--- src/rtl/reg_ctrl_pkg.sv ---
// Shared definitions for the register-bank sequencer: funsel op codes,
// FSM state type and the one-hot enable helper.
package reg_ctrl_pkg;

    localparam logic [1:0] OP_DEC   = 2'b00;
    localparam logic [1:0] OP_INC   = 2'b01;
    localparam logic [1:0] OP_LOAD  = 2'b10;
    localparam logic [1:0] OP_CLEAR = 2'b11;

    typedef enum logic {
        IDLE,
        EXEC
    } state_t;

    function automatic logic [3:0] onehot4(input logic [1:0] sel);
        return 4'b0001 << sel;
    endfunction

endpackage

--- src/rtl/rr_arbiter2.sv ---
// Two-requester round-robin arbiter; the pointer moves only when a grant
// is actually taken, so an abandoned request does not cost a turn.
module rr_arbiter2 (
    input  logic       clk,
    input  logic       rst,
    input  logic [1:0] req,
    input  logic       accept,
    output logic [1:0] grant
);

    logic prio_b;

    always_comb begin
        grant = req;
        if (req == 2'b11) begin
            grant = prio_b ? 2'b10 : 2'b01;
        end
    end

    // Serving A hands priority to B, serving B hands it back to A.
    always_ff @(posedge clk or posedge rst) begin
        if (rst) begin
            prio_b <= 1'b0;
        end else if (accept) begin
            prio_b <= grant[0];
        end
    end

endmodule

--- src/rtl/reg_bank_sequencer.sv ---
// Arbitrates two command requesters onto a four-register bank and expands
// repeated INC/DEC commands into multi-cycle enable bursts.
module reg_bank_sequencer
    import reg_ctrl_pkg::*;
#(
    parameter int N     = 8,
    parameter int CNT_W = 4
) (
    input  logic             clk,
    input  logic             rst,
    input  logic             a_valid,
    output logic             a_ready,
    input  logic [1:0]       a_sel,
    input  logic [1:0]       a_op,
    input  logic [N-1:0]     a_data,
    input  logic [CNT_W-1:0] a_count,
    input  logic             b_valid,
    output logic             b_ready,
    input  logic [1:0]       b_sel,
    input  logic [1:0]       b_op,
    input  logic [N-1:0]     b_data,
    input  logic [CNT_W-1:0] b_count,
    output logic [3:0]       reg_enable,
    output logic [1:0]       reg_funsel,
    output logic [N-1:0]     reg_load,
    output logic             busy,
    output logic             done,
    output logic             done_src
);

    state_t           state;
    logic [CNT_W-1:0] remaining;
    logic             src;
    logic [1:0]       req;
    logic [1:0]       grant;
    logic             accept;
    logic [1:0]       cmd_sel;
    logic [1:0]       cmd_op;
    logic [N-1:0]     cmd_data;
    logic [CNT_W-1:0] cmd_count;
    logic [CNT_W-1:0] eff_count;

    assign req     = {b_valid, a_valid} & {2{state == IDLE}};
    assign accept  = |grant;
    assign a_ready = grant[0];
    assign b_ready = grant[1];

    rr_arbiter2 u_arb (
        .clk    (clk),
        .rst    (rst),
        .req    (req),
        .accept (accept),
        .grant  (grant)
    );

    // LOAD/CLEAR are single-shot; a zero repeat count still runs once.
    always_comb begin
        cmd_sel   = grant[1] ? b_sel   : a_sel;
        cmd_op    = grant[1] ? b_op    : a_op;
        cmd_data  = grant[1] ? b_data  : a_data;
        cmd_count = grant[1] ? b_count : a_count;
        eff_count = CNT_W'(1);
        if ((cmd_op == OP_INC || cmd_op == OP_DEC) && cmd_count != '0) begin
            eff_count = cmd_count;
        end
    end

    always_ff @(posedge clk or posedge rst) begin
        if (rst) begin
            state      <= IDLE;
            remaining  <= '0;
            src        <= 1'b0;
            reg_enable <= 4'b0000;
            reg_funsel <= OP_DEC;
            reg_load   <= '0;
            busy       <= 1'b0;
            done       <= 1'b0;
            done_src   <= 1'b0;
        end else begin
            done <= 1'b0;
            case (state)
                IDLE: begin
                    if (accept) begin
                        state      <= EXEC;
                        busy       <= 1'b1;
                        reg_enable <= onehot4(cmd_sel);
                        reg_funsel <= cmd_op;
                        reg_load   <= (cmd_op == OP_LOAD) ? cmd_data : '0;
                        remaining  <= eff_count;
                        src        <= grant[1];
                    end
                end
                EXEC: begin
                    if (remaining == CNT_W'(1)) begin
                        state      <= IDLE;
                        busy       <= 1'b0;
                        reg_enable <= 4'b0000;
                        reg_funsel <= OP_DEC;
                        reg_load   <= '0;
                        done       <= 1'b1;
                        done_src   <= src;
                    end else begin
                        remaining <= remaining - CNT_W'(1);
                    end
                end
            endcase
        end
    end

endmodule

--- config.mk ---
export PLATFORM = sky130hd
export DESIGN_NAME = reg_bank_sequencer
export DESIGN_NICKNAME = d
export VERILOG_FILES = /design/src/rtl/reg_ctrl_pkg.sv /design/src/rtl/rr_arbiter2.sv /design/src/rtl/reg_bank_sequencer.sv
export SDC_FILE = /design/constraint.sdc
export NUM_CORES = 1
export LEC_CHECK = 0
export CAP_MARGIN = 10
export CORE_MARGIN = 5
export CORE_UTILIZATION = 38
export CTS_CLUSTER_SIZE = 24
export DETAILED_ROUTE_END_ITERATION = 6
export PLACE_DENSITY = 0.76
export SYNTH_ARGS = -nofsm -noshare
export SYNTH_HDL_FRONTEND = slang
export SYNTH_SLANG_ARGS = --single-unit
--- constraint.sdc ---
create_clock -name clk -period 1.5 [get_ports clk]
set_input_delay 0.375 -clock clk [delete_from_list [all_inputs] [get_ports clk]]
set_output_delay 0.375 -clock clk [all_outputs]
set_load 0.1 [all_outputs]
==> results by group, run 1 <==
Setup path
  – Critical path data arrival time: between 1 and 1.5 ns
  – Crit path from: state$_DFF_PP0_
  – Kind of critical path: reg -> out
  – Reg2Reg Depth: 6
  – Worst EP required: around 1.1 ns
  – CP max FO: 5
  – Critical Path Source Type: register
  – Crit Reg-Reg Startpoint: state$_DFF_PP0_
  – CP Capture Type: output port

Floorplan
  – Die Width: ~68 um
  – Die ar.: 4600 um^2
  – Core area: roughly 3300 um^2
  – IO Count: 55
  – Die height: between 60 and 70 um
  – Cell Rows: 21
  – Initial Util: approximately two fifths

Clock network
  – Clk sink count: 24
  – H-tree depth: 1
  – Number of CTS-inserted buffers: 3
  – Clk_lat worst skew: approximately 0.33 ns
  – Clk root buf: clkbuf_4
  – CTS tree: built
  – Maximum clock insertion buffer count: 2
  – Clk pin slew, worst setup/hold paths: approximately 0.14 ns

STA
  – Final-report hold violation count: 0
  – Final Max Tran Viols: 0
  – Fin crit share: 120%
  – Clk_skew: between 0.004 and 0.005 ns
  – RSZ-0062 raised after global routing: yes
  – Post-route minimum period: roughly 1.8 ns
  – Worst setup margin: -0.298 ns
  – Slew HR: approximately three quarters
  – Max Fclk: around 560 MHz
  – Final setup viols: 16
  – Worst Max-Slew Pin Slew: ~0.37 ns

Logic synthesis
  – Post-synth top flop: dfrtp_1
  – Yosys top cell area share: a little under half
  – Top post-synthesis cells by area: dfrtp_1 (47%), mux2i_1 (11%), nand2_1 (5.9%)
  – Largest area contributor in the netlist: dfrtp_1
  – Synth Instances: roughly 130
  – Yosys Warn Count: 0
  – Average cell area after synthesis: 10.0 um^2
  – Synth cell types: 34
  – EDFF count, synth: 0
  – Synthesized Nets: ~170
  – Flops & latches, synth: 24
  – Sequential fraction of the synthesis area: 47.3%
  – Mapped Area: between 1000 and 1500 um^2
  – Async SR Flop Fraction: 100%

GRT
  – Largest net degree at the start of global routing: 25
  – First-pass GRT wire length: between 6 and 7 mm
  – Total gr overflow: 0
  – Initial antenna violation count: 0
  – Gr usage total: between 10% and 20%
  – Vias in the first global route: ~1,400

Drt
  – Post-DRT Antenna Nets: 0
  – Routed wire per std cell: roughly 17 um
  – Initial DRC count: 43
  – DRC: 0
  – First-pass DRT Iterations: 4
  – Drt total wl: between 4 and 5 mm
  – Via count: between 1,000 and 1,500
  – Vias per Instance: 5.20

Pwr
  – Pwr Density: 2460 nW/um^2
  – Max VDD drop: approximately 1.1 mV
  – Pwr Total: 6.29 mW
  – Pleak: roughly 1.2 nW

Place
  – HPWL after detailed placement: slightly above 3 mm
  – IO Port Bufs: 54
  – GP Congestion: about 0.85
  – Setup Slack @ Placement: -0.610 ns

Layout
  – Ant diodes: 0
  – Net count, final: 254
  – Area growth from synthesis to layout: 101%
  – Fraction of layout cells with a size suffix above 1: 41.9%

Worst hold path
  – Hold Crit Class: in -> async

Status
  – Status: finished with violations
  – Failing checks: setup timing

Flow run
  – Max Cap Viol: 0
[kinds of logic after synthesis]
family	count (synthesis)	synth area share [%]
simple gates	43	18.1
mux	15	12.2
compound gates	32	16.7
flops	24	47.3
buf+inv	11	3.64
fa+ha+maj	2	1.97
[worst max-delay path: stages, from the launching register on]
cell	delay [ns]
dfrtp_1	0.47
and2b_4	0.31
nand2_8	0.07
clkinvlp_4	0.08
buf_12	0.16
[report_power, final]
part           internal, mW  leakage (nW)  switching, mW  total [mW]
combinational          1.87         0.824           2.66        4.53
sequential            0.952         0.310          0.325        1.28
clock                 0.271        0.0279          0.217       0.488
total                  3.09          1.16           3.20        6.29
[layer usage]
layer	global-route usage, %	share of wire (%)	routed length, um	vias to the layer above
met5	0	0	0	-
met4	6.95	2.4	109	0
met3	3.78	9.0	403	13
met2	35.1	50	2260	70
met1	22.3	38	1720	641
li1	-	-	-	633
[synthesized netlist by cell type, drive strengths merged, types with 3 or more instances]
| cell type | instances |
|---|---|
| dfrtp | 24 |
| mux2i | 14 |
| inv | 8 |
| nand2 | 21 |
| nor3 | 4 |
| a21oi | 3 |
| o21ai | 15 |
| nor2b | 3 |
| nand2b | 4 |
[placed cells by master, fill, tap and decap left out, types with 3 or more instances in the layout]
cell type and count:
buf_12 20, buf_6 9, o21ai_1 4, clkdlybuf4s50_1 33
nor3_1 3, inv_2 3, mux2i_2 4, nor2b_1 3
nand2_1 20, clkbuf_4 3, inv_1 4, dfrtp_1 24
buf_4 21, o21ai_0 5, o21ai_2 6, mux2i_1 8
[final timing paths]
check	to	slack, ns
setup / recovery	b_ready	-0.30
max in group asynchronous	remaining[3]$_DFFE_PP0P_	0.89
hold / removal	reg_enable[0]$_DFFE_PP0P_	0.38
hold reg to reg	done_src$_DFFE_PP0P_	0.50
min in group clk	done_src$_DFFE_PP0P_	0.50
setup reg to reg	reg_enable[0]$_DFFE_PP0P_	-0.14
[area by class of cell]
class,instances,area [um^2]
clock buffers,3,22.5
clock inverters,1,30.0
fillers,186,726
inverters,8,33.8
multi-input cells,92,777
flip-flops and latches,24,601
well taps,46,57.6
repair buffers,87,1040
[state kept, by name (all words and copies together) (netlist names)]
name / count
reg_load: 8
done: 1
remaining: 4
reg_funsel: 2
u_arb.prio_b: 1
state: 1
reg_enable: 4
done_src: 1
busy: 1
src: 1
[metrics by stage]
| stage | hold WS (ns) | instance area, um^2 | setup TNS [ns] | utilization (%) | std cells |
|---|---|---|---|---|---|
| finish | 0.377 | 2560 | -1.62 | 77.9 | 261 |
| global route | 0.404 | 2560 | -2.34 | 77.9 | 261 |
| CTS | 0.400 | 2430 | -0.563 | 73.9 | 257 |
| detailed placement | 0.468 | 2250 | -10.32 | 68.6 | 246 |
| global placement | 0.451 | 2250 | -8.00 | 68.6 | 246 |
| floorplan | 0.390 | 1320 | -0.509 | - | 127 |
[timing repair]
action,4_1_cts,5_1_grt
buffers inserted,7,5
setup endpoints to repair,20,20
hold buffers,0,0
gates resized for setup,20,34
pin swaps,5,5
(Power assumes the default switching activity.)
==> inputs of run 2 (changes only) <==
- PLACE_DENSITY: 0.76 -> 0.75
- SYNTH_HIERARCHICAL: not set -> 1
==> run 2 against run 1 <==
  * The run still ends with setup timing left
  * Die area up 4.0%
  * First-iteration DRC count up 60%
  * Synthesized area up 4.7%
  * Critical endpoint unchanged
  * Non-clock buffer count up 1
  * Critical path depth unchanged
  * Global-route usage down 0.21 points
  * Design area up 1.9%
  * Cell count down 4.2%
  * Largest cell class unchanged
  * Clock power about the same
  * Register-to-register slack worse by 0.24 ns
  * Largest power group unchanged
==> results by group, run 2 <==
Status
  – Status: finished with violations (unchanged)
  – Failing checks: setup timing (unchanged)

Setup path
  – Reg2Reg Depth: 6 (unchanged)
  – Worst EP required: 1.12 ns (about the same)
  – CP max FO: 5 (unchanged)
  – Reg2reg setup slack: -0.38 ns (was -0.14 ns)
  – Kind of critical path: reg -> out (unchanged)
  – Critical Path Source Type: register (unchanged)
  – CP Capture Type: output port (unchanged)
  – Crit path from: state$_DFF_PP0_ (unchanged)
  – FF-to-FF End: remaining[0]$_DFFE_PP0P_ (was reg_enable[0]$_DFFE_PP0P_)
  – Critical path data arrival time: 1.52 ns (was 1.42 ns)
  – Crit Reg-Reg Startpoint: state$_DFF_PP0_ (unchanged)
  – Critical Path End: b_ready (unchanged)

Logic synthesis
  – Yosys Warn Count: 6 (was 0)
  – Average cell area after synthesis: 11.1 um^2 (was 10.0 um^2)
  – Async SR Flop Fraction: 100% (unchanged)
  – Sequential fraction of the synthesis area: 45.2% (was 47.3%)
  – Synthesized Nets: 158 (was 165)
  – Flops & latches, synth: 24 (unchanged)
  – Synth cell types: 42 (was 34)
  – Synth Instances: 120 (was 127)
  – Count leader, synth: dfrtp_1 (unchanged)
  – Top post-synthesis cells by area: dfrtp_1 (45%), mux2_2 (9.3%), a22o_1 (8.6%) (was dfrtp_1 (47%), mux2i_1 (11%), nand2_1 (5.9%))
  – Mapped Area: 1330 um^2 (was 1270 um^2)
  – EDFF count, synth: 0 (unchanged)
  – Largest area contributor in the netlist: dfrtp_1 (unchanged)
  – Post-synth top flop: dfrtp_1 (unchanged)
  – Synth cell count leaders: dfrtp_1 (24), a22o_1 (13), mux2_2 (11) (was dfrtp_1 (24), nand2_1 (20), mux2i_1 (14), o21ai_0 (14), inv_1 (8))
  – Yosys top cell area share: 45.2% (was 47.3%)

Drt
  – Post-DRT Antenna Nets: 0 (unchanged)
  – Drt total wl: 4.62 mm (was 4.50 mm)
  – First-pass DRT Iterations: 4 (unchanged)
  – Vias per Instance: 5.33 (was 5.20)
  – Routed wire per std cell: 18.5 um (was 17.2 um)
  – Initial DRC count: 69 (was 43)
  – DRC: 0 (unchanged)
  – Via count: 1,332 (was 1,357)

STA
  – Max Fclk: 528 MHz (was 556 MHz)
  – Final Max Tran Viols: 0 (unchanged)
  – RSZ-0062 raised after global routing: yes (unchanged)
  – Worst setup margin: -0.392 ns (was -0.298 ns)
  – Clk_skew: 0.00495 ns (was 0.00457 ns)
  – Fin crit share: 126% (was 120%)
  – Final setup viols: 23 (was 16)
  – Slew HR: 71.4% (was 75.3%)
  – Setup_tns: -6.47 ns (was -1.62 ns)
  – Final hold slack: 0.232 ns (was 0.377 ns)
  – Final-report hold violation count: 0 (unchanged)
  – Worst Max-Slew Pin Slew: 0.426 ns (was 0.370 ns)
  – Post-route minimum period: 1.89 ns (was 1.80 ns)

Pwr
  – Clock share of power: 8.3% (was 7.8%)
  – Pwr Density: 2250 nW/um^2 (was 2460 nW/um^2)
  – Pwr Total: 5.86 mW (was 6.29 mW)
  – Sw frac: 49.0% (was 50.8%)
  – Flop pwr share: 21.0% (was 20.3%)
  – Pleak: 1.14 nW (was 1.16 nW)
  – Logic pwr share: 70.7% (was 72.0%)
  – Max VDD drop: 1.86 mV (was 1.13 mV)
  – Internal: 2.99 mW (was 3.09 mW)
  – Switch Pwr: 2.87 mW (was 3.20 mW)

Place
  – HPWL after detailed placement: 3.05 mm (was 3.11 mm)
  – IO Port Bufs: 54 (unchanged)
  – Post-placement cell area: 2300 um^2 (was 2250 um^2)
  – Placed Cells: 232 (was 246)
  – GP Congestion: 0.781 (was 0.852)

Clock network
  – CTS tree: built (unchanged)
  – Clk_lat worst skew: 0.33 ns (about the same)
  – Clk sink count: 24 (unchanged)
  – # hold bufs at CTS: 0 (unchanged)
  – Maximum clock insertion buffer count: 2 (unchanged)
  – Clk root buf: clkbuf_4 (unchanged)
  – Clk pin slew, worst setup/hold paths: 0.14 ns (about the same)
  – Number of CTS-inserted buffers: 3 (unchanged)
  – H-tree depth: 1 (unchanged)

Floorplan
  – Cell Rows: 21 (unchanged)
  – Initial Util: 39.5% (was 38.7%)
  – Core area: 3360 um^2 (was 3280 um^2)
  – Die ar.: 4780 um^2 (was 4600 um^2)
  – IO Count: 55 (unchanged)
  – Die height: 69.2 um (was 67.8 um)
  – Die Width: 69.2 um (was 67.8 um)

Layout
  – Most flops, register: reg_load (unchanged)
  – Area growth from synthesis to layout: 96.0% (was 101%)
  – Net count, final: 243 (was 254)
  – Final Instance Area: 2610 um^2 (was 2560 um^2)
  – Ant diodes: 0 (unchanged)
  – Commonest non-fill, non-tap cell in the layout: clkdlybuf4s50_1 (unchanged)
  – Max FFs per register: 8 (unchanged)
  – Leading cell types in the layout, fill and taps excluded: clkdlybuf4s50_1 (33), buf_4 (25), dfrtp_1 (23) (was clkdlybuf4s50_1 (33), dfrtp_1 (24), buf_4 (21))
  – Top Registers: reg_load (8), reg_enable (4), remaining (4) (unchanged)
  – Non-Filler Instances: 250 (was 261)
  – Fraction of layout cells with a size suffix above 1: 46.1% (was 41.9%)

GRT
  – Initial antenna violation count: 0 (unchanged)
  – Gr usage total: 19.1% (was 19.3%)
  – Largest net degree at the start of global routing: 24 (was 25)
  – Vias in the first global route: 1,487 (was 1,387)
  – Total gr overflow: 0 (unchanged)
  – First-pass GRT wire length: 7.33 mm (was 6.64 mm)

Flow run
  – Max Cap Viol: 0 (unchanged)

Worst hold path
  – Hold Crit Class: in -> async (unchanged)
## run 2: changes by cell type after synthesis, moves of 4 or more
cell,change
nand2_1,-18
a22o_1,+13
mux2i_1,-12
mux2_2,+11
o21ai_0,-9
buf_2,+4
## run 2: stage by stage
stage | utilization, % | setup slack [ns]
after floorplan | - | -1.04
after global placement | 68.3 | -0.687
after detailed placement | 68.3 | -0.815
after CTS | 74.4 | -0.358
after global routing | 77.5 | -0.489
final | 77.5 | -0.392
## run 2: routing by layer
layer | track usage, % | vias up | share of wire (%) | wire (um)
li1 | - | 610 | - | -
met1 | 21.2 | 654 | 38 | 1750
met2 | 35.8 | 52 | 54 | 2480
met3 | 4.07 | 16 | 5.5 | 253
met4 | 5.86 | 0 | 3.0 | 137
met5 | 0 | - | 0 | 0
## run 2: cell families (layout without fill, tap and decap cells)
logic type / after synthesis / count (layout) / share of synthesized area [%]
adder cells (fa/ha/maj): 2 / 2 / 1.88
buffers and inverters: 17 / 101 / 5.93
AO/OA/AOI/OAI: 36 / 36 / 21.4
multiplexers: 14 / 14 / 11.9
AND/OR/NAND/NOR: 27 / 27 / 13.7
flip-flops: 24 / 24 / 45.2
## run 2: timing repair
| item | CTS | global route |
|---|---|---|
| hold endpoints to repair | 0 | 0 |
| gates resized for setup | 23 | 18 |
| cloned | 0 | 0 |
| buffers inserted | 8 | 8 |
| pin swaps | 8 | 9 |
| setup endpoints to repair | 25 | 25 |
## run 2: worst max-delay path: stages (launching register included)
cell,delay (ns)
dfrtp_2,0.48
nor2b_4,0.14
a21boi_4,0.25
buf_6,0.15
buf_12,0.17
## run 2: worst min path at each step
stage / start / end / depth (start not counted)
4_1_cts: rst / u_arb/prio_b$_DFFE_PP0P_ / 2
3_5_place_dp: src$_DFFE_PP0P_ / src$_DFFE_PP0P_ / 2
6_report: rst / u_arb/prio_b$_DFFE_PP0P_ / 2
5_1_grt: rst / u_arb/prio_b$_DFFE_PP0P_ / 2
2_1_floorplan: rst / u_arb/prio_b$_DFFE_PP0P_ / 1
3_3_place_gp: src$_DFFE_PP0P_ / src$_DFFE_PP0P_ / 2
## run 2: final cells by class
type	count	area (um^2)
Timing Repair Buffer	88	1040
Multi-Input combinational cell	79	823
Fill cell	206	756
Sequential cell	24	602
Tap cell	46	57.6
Inverter	9	33.8
Clock inverter	1	30.0
Clock buffer	3	22.5
## run 2: power by group through the flow
stage	combinational, mW	sequential (mW)	clock (mW)
5_1_grt	4.31	1.27	0.525
3_3_place_gp	3.66	1.20	0
4_1_cts	3.90	1.21	0.479
6_report	4.14	1.23	0.485
3_5_place_dp	3.72	1.21	0
2_1_floorplan	1.07	2.46	0
==> inputs of run 3 (changes only) <==
- SETUP_SLACK_MARGIN: not set -> 0.05
- SLEW_MARGIN: not set -> 5
==> run 3 against run 2 <==
  * The run still ends with setup timing left
  * First-iteration DRC count down 28%
  * Critical path depth is 5 higher
  * Non-clock buffer count fell by 2
  * Clock skew shrank 0.0026 ns
  * Sequential cell count stayed put
  * Utilization down 3.7 points
  * Design area decreased by 4.8%
  * Count of clock-buffer cells in the layout unchanged
  * Routed wire length up 5.7%
  * Cell count decreased by 1.2%
==> results by group, run 3 (synthesized netlist as in run 2, its figures left out) <==
Status
  – Status: finished with violations (unchanged)
  – Failing checks: setup timing (unchanged)

Layout
  – Top Registers: reg_load (8), reg_enable (4), remaining (4) (unchanged)
  – Area growth from synthesis to layout: 86.6% (was 96.0%)
  – Final Instance Area: 2480 um^2 (was 2610 um^2)
  – Leading cell types in the layout, fill and taps excluded: clkdlybuf4s50_1 (33), buf_4 (24), dfrtp_1 (23) (was clkdlybuf4s50_1 (33), buf_4 (25), dfrtp_1 (23))
  – Commonest non-fill, non-tap cell in the layout: clkdlybuf4s50_1 (unchanged)
  – Max FFs per register: 8 (unchanged)
  – Most flops, register: reg_load (unchanged)
  – Ant diodes: 0 (unchanged)
  – Final core occ: 73.8% (was 77.5%)
  – Fill cells: 236 (was 206)
  – Fraction of layout cells with a size suffix above 1: 42.8% (was 46.1%)
  – Net count, final: 241 (was 243)

STA
  – Worst setup margin: -0.468 ns (was -0.392 ns)
  – Final hold slack: 0.207 ns (was 0.232 ns)
  – Clk_skew: 0.00236 ns (was 0.00495 ns)
  – Final Max Tran Viols: 0 (unchanged)
  – Post-route minimum period: 1.97 ns (was 1.89 ns)
  – Slew HR: 75.3% (was 71.4%)
  – Fin crit share: 131% (was 126%)
  – Final-report hold violation count: 0 (unchanged)
  – Worst Max-Slew Pin Slew: 0.368 ns (was 0.426 ns)
  – Setup_tns: -9.01 ns (was -6.47 ns)
  – Final setup viols: 25 (was 23)
  – RSZ-0062 raised after global routing: yes (unchanged)
  – Max Fclk: 508 MHz (was 528 MHz)

Flow run
  – Max Cap Viol: 0 (unchanged)

Pwr
  – Switch Pwr: 2.86 mW (was 2.87 mW)
  – Pwr Density: 2260 nW/um^2 (was 2250 nW/um^2)
  – Pleak: 1.10 nW (was 1.14 nW)
  – Clock share of power: 5.1% (was 8.3%)
  – Sw frac: 51.0% (was 49.0%)
  – Logic pwr share: 72.8% (was 70.7%)
  – Max VDD drop: 1.91 mV (was 1.86 mV)
  – Flop pwr share: 22.1% (was 21.0%)
  – Internal: 2.75 mW (was 2.99 mW)

Setup path
  – Critical path, cell by cell: nor2b_4, buf_4, buf_6, a21boi_4, buf_6, buf_4, buf_6, or2_4, mux2_4 (was nor2b_4, a21boi_4, buf_6, buf_12)
  – Crit-path most repeated cell: buf_6
  – CP max FO: 6 (was 5)
  – Kind of critical path: reg -> reg (was reg -> out)
  – CP Capture Type: register (was output port)
  – Worst path max stage delay: 0.48 ns (about the same)
  – Critical Path Source Type: register (unchanged)
  – Crit path buf inv count: 5 (was 2)
  – Worst EP required: 1.70 ns (was 1.12 ns)
  – Slowest cell on crit path: dfrtp_2 (unchanged)
  – Crit-path leading delay family: buffers and inverters (was flip-flops)
  – Critical path data arrival time: 2.17 ns (was 1.52 ns)

Clock network
  – Clk sink count: 24 (unchanged)
  – Maximum clock insertion buffer count: 2 (unchanged)
  – H-tree depth: 1 (unchanged)
  – Clk_lat worst skew: 0.30 ns (was 0.33 ns)
  – Clk root buf: clkbuf_4 (unchanged)
  – CTS tree: built (unchanged)
  – Number of CTS-inserted buffers: 3 (unchanged)
  – Clk pin slew, worst setup/hold paths: 0.13 ns (was 0.14 ns)

GRT
  – Largest net degree at the start of global routing: 24 (unchanged)
  – Vias in the first global route: 1,469 (was 1,487)
  – Gr usage total: 19.0% (was 19.1%)
  – First-pass GRT wire length: 7.36 mm (was 7.33 mm)
  – Total gr overflow: 0 (unchanged)
  – Initial antenna violation count: 0 (unchanged)

Floorplan
  – Cell Rows: 21 (unchanged)
  – Core area: 3360 um^2 (unchanged)
  – IO Count: 55 (unchanged)
  – Die height: 69.2 um (unchanged)
  – Die Width: 69.2 um (unchanged)
  – Die ar.: 4780 um^2 (unchanged)
  – Initial Util: 39.5% (unchanged)

Drt
  – Initial DRC count: 50 (was 69)
  – Drt total wl: 4.89 mm (was 4.62 mm)
  – DRC: 0 (unchanged)
  – Post-DRT Antenna Nets: 0 (unchanged)
  – Via count: 1,370 (was 1,332)
  – Vias per Instance: 5.55 (was 5.33)
  – Routed wire per std cell: 19.8 um (was 18.5 um)
  – First-pass DRT Iterations: 6 (was 4)

Worst hold path
  – Hold Crit Class: in -> async (unchanged)

Place
  – IO Port Bufs: 54 (unchanged)
  – Post-placement cell area: 2290 um^2 (was 2300 um^2)
  – GP Congestion: 0.763 (was 0.781)
  – HPWL after detailed placement: 3.20 mm (was 3.05 mm)
## run 3: layout make-up
type / instances / area [um^2] / area share, %
flip-flops and latches: 24 / 602 / 24.2
well taps: 46 / 57.6 / 2.32
multi-input cells: 79 / 759 / 30.6
clock buffers: 3 / 22.5 / 0.907
inverters: 9 / 33.8 / 1.36
repair buffers: 86 / 1010 / 40.6
## run 3: final timing paths
path                                       from                        to  slack (ns)  depth (start not counted)
worst min-delay path                        rst  u_arb/prio_b$_DFFE_PP0P_        0.21                          2
min in group clk                src$_DFFE_PP0P_           src$_DFFE_PP0P_        0.57                          2
worst min register to register  src$_DFFE_PP0P_           src$_DFFE_PP0P_        0.57                          2
worst max register to register  state$_DFF_PP0_  u_arb/prio_b$_DFFE_PP0P_       -0.47                          9
max in group asynchronous                   rst           state$_DFF_PP0_        0.82                          3
worst max-delay path            state$_DFF_PP0_  u_arb/prio_b$_DFFE_PP0P_       -0.47                          9
## run 3: metal layers
| layer | part of all wire, % | global-route usage [%] | wire length (um) | up-vias |
|---|---|---|---|---|
| met3 | 6.9 | 3.63 | 336 | 8 |
| met2 | 57 | 37.2 | 2790 | 74 |
| met1 | 34 | 20.9 | 1680 | 681 |
| met4 | 1.5 | 4.12 | 71 | 0 |
| li1 | - | - | - | 607 |
| met5 | 0 | 0 | 0 | - |
## run 3: per-stage QoR
step	setup slack [ns]	std cells	power (mW)
after global routing	-0.509	247	5.81
final	-0.468	247	5.60
after global placement	-0.679	233	4.84
after CTS	-0.363	244	5.44
after detailed placement	-0.729	233	4.92
after floorplan	-1.04	120	3.52
## run 3: power by group through the flow
stage          registers, mW  logic (mW)  clock network [mW]
6_report                1.24        4.08               0.285
5_1_grt                 1.27        4.22               0.318
4_1_cts                 1.22        3.94               0.279
3_5_place_dp            1.22        3.71                   0
3_3_place_gp            1.20        3.64                   0
2_1_floorplan           2.46        1.07                   0
## run 3: what timing repair did
action	CTS	global route
pin swaps	4	3
setup endpoints to repair	25	25
buffers inserted	8	3
gates resized for setup	20	9
hold buffers	0	0
